## src/rtl/window_conv3x3_if.sv

```systemverilog
// Stream bundle between the window generator and the 3x3 convolution stage.
// master drives the taps and consumes the filtered pixels; slave is the filter.
`timescale 1ns/1ps
interface window_conv3x3_if #(
   parameter int CW = 8
);
   logic          in_valid;
   logic [7:0]    i11, i12, i13;
   logic [7:0]    i21, i22, i23;
   logic [7:0]    i31, i32, i33;
   logic [1:0]    mode;
   logic          out_valid;
   logic [7:0]    out_pixel;
   logic [CW-1:0] out_x;
   logic [CW-1:0] out_y;
   logic          frame_done;

   modport master (
      output in_valid, i11, i12, i13, i21, i22, i23, i31, i32, i33, mode,
      input  out_valid, out_pixel, out_x, out_y, frame_done
   );

   modport slave (
      input  in_valid, i11, i12, i13, i21, i22, i23, i31, i32, i33, mode,
      output out_valid, out_pixel, out_x, out_y, frame_done
   );
endinterface

```

## src/rtl/window_conv3x3.sv

```systemverilog
// 3x3 kernel stage: gates border/start-up windows by raster position, then runs a
// 3-stage pipeline (register taps, kernel sum, normalise/saturate) toward the writer.
`timescale 1ns/1ps
module window_conv3x3 #(
   parameter int IMG_W = 100,
   parameter int IMG_H = 100,
   parameter int CW    = 8
) (
   input logic clk,
   input logic rst,
   window_conv3x3_if.slave bus
);

   function automatic logic signed [12:0] ext(input logic [7:0] v);
      return signed'({5'b0, v});
   endfunction

   function automatic logic [7:0] sat8(input logic signed [12:0] v);
      if (v < 13'sd0)
         return 8'd0;
      else if (v > 13'sd255)
         return 8'd255;
      else
         return v[7:0];
   endfunction

   logic [CW-1:0] col, row;
   logic          last_col, last_row, accept;

   assign last_col = (col == CW'(IMG_W - 1));
   assign last_row = (row == CW'(IMG_H - 1));
   assign accept   = bus.in_valid && (col >= CW'(2)) && (row >= CW'(2));

   always_ff @(posedge clk or posedge rst) begin
      if (rst) begin
         col <= '0;
         row <= '0;
      end else if (bus.in_valid) begin
         if (last_col) begin
            col <= '0;
            row <= last_row ? '0 : row + CW'(1);
         end else begin
            col <= col + CW'(1);
         end
      end
   end

   // Stage 1: capture taps and the centre coordinate of the accepted window
   logic          s1_valid, s1_last;
   logic [1:0]    s1_mode;
   logic [CW-1:0] s1_x, s1_y;
   logic [7:0]    s1_tap [9];

   always_ff @(posedge clk or posedge rst) begin
      if (rst) begin
         s1_valid <= 1'b0;
         s1_last  <= 1'b0;
         s1_mode  <= 2'd0;
         s1_x     <= '0;
         s1_y     <= '0;
         for (int k = 0; k < 9; k++) s1_tap[k] <= 8'd0;
      end else begin
         s1_valid <= accept;
         if (accept) begin
            s1_last   <= last_col && last_row;
            s1_mode   <= bus.mode;
            s1_x      <= col - CW'(1);
            s1_y      <= row - CW'(1);
            s1_tap[0] <= bus.i11;
            s1_tap[1] <= bus.i12;
            s1_tap[2] <= bus.i13;
            s1_tap[3] <= bus.i21;
            s1_tap[4] <= bus.i22;
            s1_tap[5] <= bus.i23;
            s1_tap[6] <= bus.i31;
            s1_tap[7] <= bus.i32;
            s1_tap[8] <= bus.i33;
         end
      end
   end

   logic signed [12:0] corners, edges, centre, sum;

   always_comb begin
      corners = ext(s1_tap[0]) + ext(s1_tap[2]) + ext(s1_tap[6]) + ext(s1_tap[8]);
      edges   = ext(s1_tap[1]) + ext(s1_tap[3]) + ext(s1_tap[5]) + ext(s1_tap[7]);
      centre  = ext(s1_tap[4]);
      sum     = centre;
      case (s1_mode)
         2'd1:    sum = corners + (edges <<< 1) + (centre <<< 2);
         2'd2:    sum = (centre <<< 3) - corners - edges;
         2'd3:    sum = (centre <<< 2) + centre - edges;
         default: sum = centre;
      endcase
   end

   // Stage 2: hold the raw kernel sum; the signed range of every mode fits 13 bits
   logic               s2_valid, s2_last;
   logic [1:0]         s2_mode;
   logic [CW-1:0]      s2_x, s2_y;
   logic signed [12:0] s2_sum;

   always_ff @(posedge clk or posedge rst) begin
      if (rst) begin
         s2_valid <= 1'b0;
         s2_last  <= 1'b0;
         s2_mode  <= 2'd0;
         s2_x     <= '0;
         s2_y     <= '0;
         s2_sum   <= '0;
      end else begin
         s2_valid <= s1_valid;
         if (s1_valid) begin
            s2_last <= s1_last;
            s2_mode <= s1_mode;
            s2_x    <= s1_x;
            s2_y    <= s1_y;
            s2_sum  <= sum;
         end
      end
   end

   logic signed [12:0] norm;

   always_comb begin
      norm = s2_sum;
      case (s2_mode)
         2'd1:    norm = s2_sum >>> 4;
         2'd2:    norm = (s2_sum < 13'sd0) ? -s2_sum : s2_sum;
         default: norm = s2_sum;
      endcase
   end

   // Stage 3: pixel/coords hold their last value between valid outputs
   always_ff @(posedge clk or posedge rst) begin
      if (rst) begin
         bus.out_valid  <= 1'b0;
         bus.frame_done <= 1'b0;
         bus.out_pixel  <= 8'd0;
         bus.out_x      <= '0;
         bus.out_y      <= '0;
      end else begin
         bus.out_valid  <= s2_valid;
         bus.frame_done <= s2_valid && s2_last;
         if (s2_valid) begin
            bus.out_pixel <= sat8(norm);
            bus.out_x     <= s2_x;
            bus.out_y     <= s2_y;
         end
      end
   end

endmodule

```

## src/flat_wrapper.sv

```systemverilog
// flat-port wrapper written by rule: the top's interface ports become plain ports
module window_conv3x3_flat 
#(
   parameter int IMG_W = 100,
   parameter int IMG_H = 100,
   parameter int CW    = 8
)
  (clk, rst, bus_in_valid, bus_i11, bus_i12, bus_i13, bus_i21, bus_i22, bus_i23, bus_i31, bus_i32, bus_i33, bus_mode, bus_out_valid, bus_out_pixel, bus_out_x, bus_out_y, bus_frame_done);
  window_conv3x3_if #(.CW(CW)) bus_i ();
  input logic clk;
  input logic rst;
  input wire logic [$bits(bus_i.in_valid)-1:0] bus_in_valid;
  input wire logic [$bits(bus_i.i11)-1:0] bus_i11;
  input wire logic [$bits(bus_i.i12)-1:0] bus_i12;
  input wire logic [$bits(bus_i.i13)-1:0] bus_i13;
  input wire logic [$bits(bus_i.i21)-1:0] bus_i21;
  input wire logic [$bits(bus_i.i22)-1:0] bus_i22;
  input wire logic [$bits(bus_i.i23)-1:0] bus_i23;
  input wire logic [$bits(bus_i.i31)-1:0] bus_i31;
  input wire logic [$bits(bus_i.i32)-1:0] bus_i32;
  input wire logic [$bits(bus_i.i33)-1:0] bus_i33;
  input wire logic [$bits(bus_i.mode)-1:0] bus_mode;
  output wire logic [$bits(bus_i.out_valid)-1:0] bus_out_valid;
  output wire logic [$bits(bus_i.out_pixel)-1:0] bus_out_pixel;
  output wire logic [$bits(bus_i.out_x)-1:0] bus_out_x;
  output wire logic [$bits(bus_i.out_y)-1:0] bus_out_y;
  output wire logic [$bits(bus_i.frame_done)-1:0] bus_frame_done;
  assign bus_i.in_valid = bus_in_valid;
  assign bus_i.i11 = bus_i11;
  assign bus_i.i12 = bus_i12;
  assign bus_i.i13 = bus_i13;
  assign bus_i.i21 = bus_i21;
  assign bus_i.i22 = bus_i22;
  assign bus_i.i23 = bus_i23;
  assign bus_i.i31 = bus_i31;
  assign bus_i.i32 = bus_i32;
  assign bus_i.i33 = bus_i33;
  assign bus_i.mode = bus_mode;
  assign bus_out_valid = bus_i.out_valid;
  assign bus_out_pixel = bus_i.out_pixel;
  assign bus_out_x = bus_i.out_x;
  assign bus_out_y = bus_i.out_y;
  assign bus_frame_done = bus_i.frame_done;
  window_conv3x3 #(.IMG_W(IMG_W), .IMG_H(IMG_H), .CW(CW)) u_core (.clk(clk), .rst(rst), .bus(bus_i));
endmodule
```

## config.mk

```make
export PLATFORM = sky130hd
export DESIGN_NAME = window_conv3x3_flat
export DESIGN_NICKNAME = d
export VERILOG_FILES = /design/src/rtl/window_conv3x3_if.sv /design/src/rtl/window_conv3x3.sv /design/src/flat_wrapper.sv
export SDC_FILE = /design/constraint.sdc
export NUM_CORES = 1
export LEC_CHECK = 0
export CAP_MARGIN = 20
export CORE_ASPECT_RATIO = 1.25
export CORE_MARGIN = 1
export CORE_UTILIZATION = 50
export CTS_BUF_LIST = sky130_fd_sc_hd__clkbuf_2
export CTS_CLUSTER_SIZE = 20
export DETAILED_ROUTE_END_ITERATION = 6
export DONT_BUFFER_PORTS = 1
export PLACE_DENSITY = 0.79
export SYNTH_ARGS = -nofsm -noshare
export SYNTH_HDL_FRONTEND = slang
export SYNTH_SLANG_ARGS = --single-unit
```

## constraint.sdc

```tcl
create_clock -name clk -period 6 [get_ports clk]
set_input_delay 1.8 -clock clk [delete_from_list [all_inputs] [get_ports clk]]
set_output_delay 1.8 -clock clk [all_outputs]
set_load 0.03 [all_outputs]
```

==> flow_summary.json <==
{
  "ys_types": 66,
  "maxSlewViolCount": 0,
  "seq_power_share_pct": 60.2,
  "final_antenna_net_count": 0,
  "syn_nets": 1276,
  "synth-edff-count": 0,
  "fp-row-count": 59,
  "antenna_found_initial": 3,
  "switchingPower_mw": 0.597,
  "hold_class": "reg -> reg",
  "leakage_nw": 5.49,
  "setup_ws_ns": 0.658,
  "criticalPathCategory": "reg -> reg",
  "yosysSeqAreaShare_pct": 38.7,
  "vias": 7601,
  "cts_buffers": 17,
  "synth-main-ff-cell": "dfrtp_1",
  "yosysTopAreaCell": "dfrtp_1",
  "synth_top_area_share_pct": 38.7,
  "die_w_microns": 133,
  "p_int_mw": 1.39,
  "synthCells": 1080,
  "hold_buffers": 0,
  "gp_congestion": 0.963,
  "cts_resized": 0,
  "powerDensity_nw_per_um2": 176,
  "grt_max_degree": 168,
  "firstDrtPassIters": 5,
  "wl_per_cell_microns": 16.1,
  "max_freq_mhz": 187,
  "cp_data_required_time_ns": 6.71,
  "synth.area.top_cells": "dfrtp_1 39%, ha_1 9.3%, fa_1 7.2%",
  "rsz0062_at_grt": "no",
  "finalSetupViolCount": 0,
  "io_buffers": 0,
  "vias_per_cell": 5.61,
  "final_layout_size_suffix_gt1_share_pct": 8.73,
  "die_h_microns": 166,
  "path_clk_slew_ns": 0.30,
  "maxCapViolCount": 0,
  "wirelength_mm": 21.8,
  "initial_core_util_pct": 51.5,
  "grt_usage_pct": 20.7,
  "cts_root_buffer": "clkbuf_2",
  "tritoncts": "yes",
  "ys_warn_count": 0,
  "clock_path_buffers": 2,
  "synth_area_sq_um": 10800,
  "final_cell_mix": "167 x dfrtp_1, 118 x inv_1, 99 x nand2_1",
  "cp_max_fo": 6,
  "ys_ff_latch": 167,
  "status": "complete, no violations",
  "p_total_mw": 1.98,
  "swShare_pct": 30.1,
  "syn_to_final_growth_pct": 4.68,
  "worst_pin_slew_ns": 0.998,
  "overflow": 0,
  "drcViolationCount": 0,
  "post-route-period-util_pct": 89.0,
  "postSynthAreaPerCell_sq_um": 10.0,
  "postCtsSetupBuffers": 0,
  "slew_headroom_pct": 33.5,
  "end_kind": "flop",
  "pre_cts_slack_ns": 0.694,
  "crit_path_start_kind": "flop",
  "combPwrFrac_pct": 6.3,
  "ios": 103,
  "skew_ns": 0.0565,
  "setup_tns_ns": 0,
  "clkPwrFrac_pct": 33.5,
  "clock_sinks": 167,
  "fillers": 1836,
  "clkLatencyLatePin_ns": 0.80,
  "grt_pass1_wl_mm": 37.0,
  "first_iter_violations": 489,
  "dp_hpwl_mm": 16.4,
  "arrival_ns": 6.05,
  "final-hold-violation-count": 0,
  "final_common_cell": "dfrtp_1",
  "core-area_sq_um": 21000,
  "period_minus_slack_ns": 5.34,
  "htree_levels": 4,
  "die_area_sq_um": 22200,
  "vdd_drop_max_mv": 0.168,
  "fin_nets": 1260,
  "grt_pass1_vias": 7740,
  "postSynth.asyncResetShare_pct": 100
}
[final timing paths]
kind	from	end	slack, ns	cells after the start
min in group asynchronous	rst	u_core.s1_mode[0]	0.99	2
setup / recovery	u_core.s1_tap[40]	u_core.s2_sum[9]	0.66	19
max in group asynchronous	rst	u_core.s1_valid	4.19	2
hold / removal	u_core.s2_last	u_core.bus.frame_done	0.52	1
hold reg to reg	u_core.s2_last	u_core.bus.frame_done	0.52	1
setup reg to reg	u_core.s1_tap[40]	u_core.s2_sum[9]	0.66	19
[state kept, by name, summed over array words and instances, names as in the netlist, 8 cells and up]
name                  cells
u_core.bus.out_pixel      8
u_core.bus.out_x          8
u_core.bus.out_y          8
u_core.centre             8
u_core.col                8
u_core.row                8
u_core.s1_tap            64
u_core.s1_x               8
u_core.s1_y               8
u_core.s2_sum            13
u_core.s2_x               8
u_core.s2_y               8
[cell families after synthesis]
family          count (synthesis)  share of synthesized area, %
compound gates                241                          14.0
xor+xnor                       71                          5.76
fa+ha+maj                     119                          16.5
buf+inv                       159                          6.01
flops                         167                          38.7
mux                            80                          8.91
simple gates                  243                          10.1
[Yosys cell counts (6+ instances only)]
| library cell | count |
|---|---|
| a211oi_1 | 14 |
| a21o_1 | 19 |
| a21oi_1 | 57 |
| buf_1 | 7 |
| buf_2 | 12 |
| clkbuf_1 | 16 |
| dfrtp_1 | 167 |
| fa_1 | 39 |
| ha_1 | 80 |
| inv_1 | 119 |
| mux2_1 | 30 |
| mux2_2 | 41 |
| nand2_1 | 99 |
| nand2b_1 | 7 |
| nand3_1 | 10 |
| nand4_1 | 6 |
| nor2_1 | 69 |
| nor2b_1 | 7 |
| nor3_1 | 18 |
| o211ai_1 | 9 |
| o21a_1 | 8 |
| o21ai_0 | 39 |
| o21ai_1 | 42 |
| or3_1 | 8 |
| xnor2_1 | 40 |
| xor2_1 | 31 |
[layer usage]
layer	GRT usage (%)	part of all wire (%)	vias up
li1	-	-	3690
met1	25.9	43	3694
met2	35.5	49	186
met3	4.21	5.5	31
met4	7.46	1.9	0
met5	0	0	-
[metrics by stage]
step / cell area, sq um / hold slack [ns] / instances / util [%]
after CTS: 11300 / 0.525 / 1351 / 53.9
after floorplan: 10800 / 0.349 / 1080 / -
after global routing: 11300 / 0.538 / 1353 / 53.9
final: 11300 / 0.521 / 1354 / 53.9
after detailed placement: 11000 / 0.469 / 1319 / 52.5
after global placement: 11000 / 0.469 / 1319 / 52.5
[worst max-delay path, cell delays in order, from the launching register on]
cell and delay, ns:
dfrtp_1 0.45, ha_1 0.21, inv_1 0.07, fa_1 0.43, fa_1 0.50, inv_1 0.04
ha_1 0.21, fa_1 0.40, a21o_1 0.17, a21oi_1 0.21, o21ai_0 0.12, a21oi_1 0.27
xor2_1 0.32, fa_1 0.48, ha_1 0.27, or3_1 0.40, o22ai_1 0.21, xnor2_1 0.09
and3_1 0.19, a211o_1 0.22
[layout make-up]
cell class	count	area [sq um]	share of cell area, %
Multi-Input combinational cell	754	5980	52.9
Sequential cell	167	4180	37.0
Inverter	119	450	3.98
Tap cell	274	343	3.03
Clock inverter	15	199	1.76
Clock buffer	17	85.1	0.753
Timing Repair Buffer	5	62.6	0.553
Antenna cell	3	7.51	0.0664
[power groups by stage]
stage,Sequential [mW],Combinational (mW),Clock (mW)
after floorplan,1.19,0.123,0
after global placement,1.21,0.124,0
after detailed placement,1.21,0.128,0
after CTS,1.19,0.128,0.685
after global routing,1.20,0.146,0.726
final,1.19,0.125,0.665
(Power assumes the default switching activity.)
